--- config.mk ---
export PLATFORM = sky130hd
export DESIGN_NAME = subbytes_serial_engine
export DESIGN_NICKNAME = d
export VERILOG_FILES = /design/src/rtl/subbytes_serial_engine.sv
export SDC_FILE = /design/constraint.sdc
export NUM_CORES = 1
export LEC_CHECK = 0
export CELL_PAD_IN_SITES_DETAIL_PLACEMENT = 1
export CELL_PAD_IN_SITES_GLOBAL_PLACEMENT = 1
export CORE_MARGIN = 10
export CORE_UTILIZATION = 35
export DETAILED_ROUTE_END_ITERATION = 10
export GPL_ROUTABILITY_DRIVEN = 0
export MAX_ROUTING_LAYER = met4
export PLACE_DENSITY = 0.85
export SLEW_MARGIN = 20
export SYNTH_ARGS = -nofsm -noshare
export SYNTH_HDL_FRONTEND = slang
export SYNTH_SLANG_ARGS = --single-unit
--- constraint.sdc ---
create_clock -name clk -period 2.15 [get_ports clk]
set_input_delay 0.3225 -clock clk [delete_from_list [all_inputs] [get_ports clk]]
set_output_delay 0.3225 -clock clk [all_outputs]
set_load 0.1 [all_outputs]
--- src/rtl/subbytes_serial_engine.sv ---
// Drives one shared S-box with a full 128-bit AES state, one byte per cycle,
// for SubBytes (encrypt=1) or InvSubBytes (encrypt=0).
module subbytes_serial_engine #(
  parameter int SBOX_LAT = 0
) (
  input  logic         clk,
  input  logic         reset_n,
  input  logic         in_valid,
  output logic         in_ready,
  input  logic [127:0] in_state,
  input  logic         in_encrypt,
  output logic         out_valid,
  input  logic         out_ready,
  output logic [127:0] out_state,
  output logic [7:0]   sbox_byte_in,
  output logic         sbox_encrypt,
  input  logic [7:0]   sbox_byte_out
);

  typedef enum logic [1:0] {IDLE, RUN, DONE} state_t;

  state_t           state;
  // Byte k lives at index 15-k (== ~k for a 4-bit k), matching in_state ordering.
  logic [15:0][7:0] work_q, res_q;
  logic [3:0]       issue_idx, res_idx, nxt_idx;
  logic             dir_q, iss_done, iss_vld_q;
  logic             iss_vld, cap_vld;

  assign nxt_idx      = issue_idx + 4'd1;
  assign iss_vld      = (state == RUN) && !iss_done;
  // A result is valid SBOX_LAT cycles after its byte was issued.
  assign cap_vld      = (SBOX_LAT == 0) ? iss_vld : ((state == RUN) && iss_vld_q);
  assign sbox_encrypt = dir_q;
  assign out_state    = res_q;

  always_ff @(posedge clk or negedge reset_n) begin
    if (!reset_n) begin
      state        <= IDLE;
      in_ready     <= 1'b1;
      out_valid    <= 1'b0;
      work_q       <= '0;
      res_q        <= '0;
      issue_idx    <= '0;
      res_idx      <= '0;
      dir_q        <= 1'b1;
      iss_done     <= 1'b0;
      iss_vld_q    <= 1'b0;
      sbox_byte_in <= '0;
    end else begin
      case (state)
        IDLE: begin
          if (in_valid && in_ready) begin
            work_q       <= in_state;
            dir_q        <= in_encrypt;
            sbox_byte_in <= in_state[127:120];
            issue_idx    <= '0;
            res_idx      <= '0;
            iss_done     <= 1'b0;
            iss_vld_q    <= 1'b0;
            in_ready     <= 1'b0;
            state        <= RUN;
          end
        end
        RUN: begin
          iss_vld_q <= iss_vld;
          if (iss_vld) begin
            if (issue_idx == 4'd15) begin
              iss_done <= 1'b1;
            end else begin
              issue_idx    <= nxt_idx;
              sbox_byte_in <= work_q[~nxt_idx];
            end
          end
          if (cap_vld) begin
            res_q[~res_idx] <= sbox_byte_out;
            if (res_idx == 4'd15) begin
              out_valid <= 1'b1;
              state     <= DONE;
            end else begin
              res_idx <= res_idx + 4'd1;
            end
          end
        end
        DONE: begin
          if (out_ready) begin
            out_valid <= 1'b0;
            in_ready  <= 1'b1;
            state     <= IDLE;
          end
        end
        default: state <= IDLE;
      endcase
    end
  end

endmodule

==> reports/summary.txt <==
Yosys warnings: 0
Fin crit period: 2.08 ns
Worst Hold Slack: 0.263 ns
Post-synthesis register bit count: 278
Combinational fraction of design power: 11.2%
Worst-path fanout max: 19
Yosys top cell by area: dfrtp_1
Cell count after synthesis: 1015
Crit share post-route: 96.7%
Grt ovf: 0
Fraction of layout cells with a size suffix above 1: 30.4%
Mean Syn Cell Area: 11.6 µm²
Post-synth top cells: nand2_1, dfrtp_1, mux2_2, clkbuf_1, mux4_2
Crit path kind: flip-flop to flip-flop
Drt first pass iters: 5
Ys async rst share: 100%
Vias per inst: 5.02
Post-Route WL: 38.8 mm
Most frequent cell after synthesis: nand2_1
FF-to-FF Start: issue_idx[0]
Clock share of power: 46.1%
Core area: 0.0334 mm²
Worst slack at placement: -0.0735 ns
Synthesized area: 0.0118 mm²
Peak Freq: 481 MHz
Cell-internal power: 9.38 mW
Setup TNS: 0 ns
Final hold violations: 0
# rows: 67
Worst rel slew slack: 53.9%
CP Launch Type: flip-flop
Post-synth cell types: 47
Number of port buffers: 279
H-tree depth: 1
Max stage delay cell, worst path: dfrtp_2
P&R area growth vs syn: 35.6%
Total setup buffers inserted after CTS: 0
Mapped Nets: 1161
Final slew viol count: 0
Routed Antenna Nets: 0
Worst EP arrival: 2.51 ns
Total track usage: 18.6%
CP bufs+invs: 1
Largest net degree at the start of global routing: 107
Min setup slack post-route: 0.0714 ns
Post-synth EDFFs: 0
Initial antenna violation count: 2
Number of global-route vias before repair: 9954
Crit path capture type: flip-flop
Worst Setup EP: sbox_byte_in[3]
Worst-path clk slew: 0.07 ns
Die ar.: 0.0415 mm²
First-pass GRT wire length: 59.4 mm
Worst Max-Slew Pin Slew: 0.689 ns
Post-synth top flop: dfrtp_1
Die width: 204 µm
Via count: 8878
Routed len/inst: 21.9 µm
Initial Util: 35.3%
Final core utilization: 47.9%
Outcome: complete, no violations
Max Clock Skew: 0.0111 ns
Layout net count: 1439
# clock sinks: 278
Skew-Pair Late Insertion Delay: 0.55 ns
Die Span Y: 204 µm
Pleak: 7.85 nW
CTS buffer count: 30
Sw power: 3.21 mW
R2R Path End: sbox_byte_in[3]
Hold depth: 3
Sequential fraction of the synthesis area: 58.9%
Critical path depth: 5
FF-to-FF path depth: 5
Worst min path class: input pin to flip-flop
# DRC: 0
DP HPWL: 28.2 mm
Max-cap violations: 0
Top cell type's share of synthesized area: 58.4%
CP top delay family: flip-flops
CTS tree: built
Final setup fails: 0
Max clock buf depth: 3
Root Buffer: clkbuf_16
Switching share of power: 25.5%
PwrDens: 786 mW/mm²
CP max stage delay: 0.47 ns
Worst EP required: 2.58 ns
Worst Setup SP: issue_idx[0]
I/O pin count: 280
Reg power frac: 42.8%
Initial drt markers: 429
Worst R2R Setup Slack: 0.07 ns
Area contributors post-synth: dfrtp_1, nand2_1, mux2_2
Ordered cell list for the critical path: ha_4 -> buf_4 -> mux4_2 -> o22ai_1 -> o211ai_1
Worst VDD drop: 0.000658 V
Layout fillers: 3546
[registers in the layout (all words and copies together), names as in the netlist]
name and cells:
state 2, res_idx 4, issue_idx 4, work_q 128, in_ready 1, out_state 128
sbox_encrypt 1, iss_done 1, sbox_byte_in 8, out_valid 1
[per-layer routing]
| metal | GRT usage (%) | up-vias | share of wire (%) |
|---|---|---|---|
| met5 | - | - | 0 |
| met4 | 4.72 | 0 | 1.7 |
| met3 | 4.25 | 52 | 6.3 |
| met2 | 31.2 | 306 | 50 |
| met1 | 22.4 | 4563 | 42 |
| li1 | - | 3957 | - |
[logic make-up (layout without fill, tap and decap cells)]
logic type      after synthesis  after routing  synth area share [%]
simple gates                440            440                  15.1
flops                       278            278                  58.9
mux                         168            168                  19.6
buf+inv                      66            368                  2.64
compound gates               56             56                  3.06
fa+ha+maj                     5              5                 0.529
xor+xnor                      2              2                 0.275
other cells                   0              2                     0
[per-stage QoR]
stage	std cells	total power [mW]	instance area (µm²)
6_report	1767	12.6	16000
5_1_grt	1767	13.0	16000
4_1_cts	1764	12.7	16000
3_5_place_dp	1707	6.90	14900
3_3_place_gp	1707	6.87	14900
2_1_floorplan	1015	6.24	11800
[worst reg2reg max path, delay by kind of cell, from the launching register on]
| family | cells | cell delay [ns] |
|---|---|---|
| adder cells (fa/ha/maj) | 1 | 0.45 |
| multiplexers | 1 | 0.39 |
| flip-flops | 1 | 0.47 |
| buffers and inverters | 1 | 0.31 |
| AO/OA/AOI/OAI | 2 | 0.33 |
[cell type report]
cell class                      instances  area [µm²]  share of cell area, %
Antenna cell                            2        5.00                 0.0312
Clock buffer                           40         850                   5.30
Clock inverter                         16         275                   1.72
Inverter                                5        18.8                  0.117
Multi-Input combinational cell        671        4600                   28.7
Sequential cell                       278        6960                   43.4
Tap cell                              448         561                   3.50
Timing Repair Buffer                  307        2770                   17.3
[worst min path at each step]
stage | endpoint | start
detailed placement | out_state[32] | reset_n
global route | sbox_encrypt | in_encrypt
CTS | sbox_encrypt | in_encrypt
finish | sbox_encrypt | in_encrypt
floorplan | iss_done | reset_n
global placement | out_state[95] | reset_n
[placed cells by master, fill, tap and decap left out, types with 8 or more instances in the layout]
master           count
buf_4              158
clkbuf_16           32
clkdlybuf4s50_1    139
dfrtp_1            275
mux2_2             128
mux2_4               8
mux4_1               8
mux4_2              24
nand2_1            397
o211ai_1             8
o21ai_0             15
o22ai_1              8
[power groups by stage]
| stage | registers, mW | clock network (mW) | logic, mW |
|---|---|---|---|
| after global placement | 5.47 | 0 | 1.40 |
| final | 5.39 | 5.80 | 1.41 |
| after global routing | 5.39 | 6.16 | 1.47 |
| after floorplan | 6.14 | 0 | 0.0986 |
| after CTS | 5.39 | 5.92 | 1.42 |
| after detailed placement | 5.48 | 0 | 1.41 |
[timing repair]
| action | in CTS | in global routing |
|---|---|---|
| endpoints found under the hold margin | 52 | 0 |
| gates cloned | 0 | 1 |
| setup endpoints to repair | 7 | 3 |
| hold buffers | 1 | 0 |
| gates resized for setup | 1 | 2 |
Power figures use the tool's default switching activity.
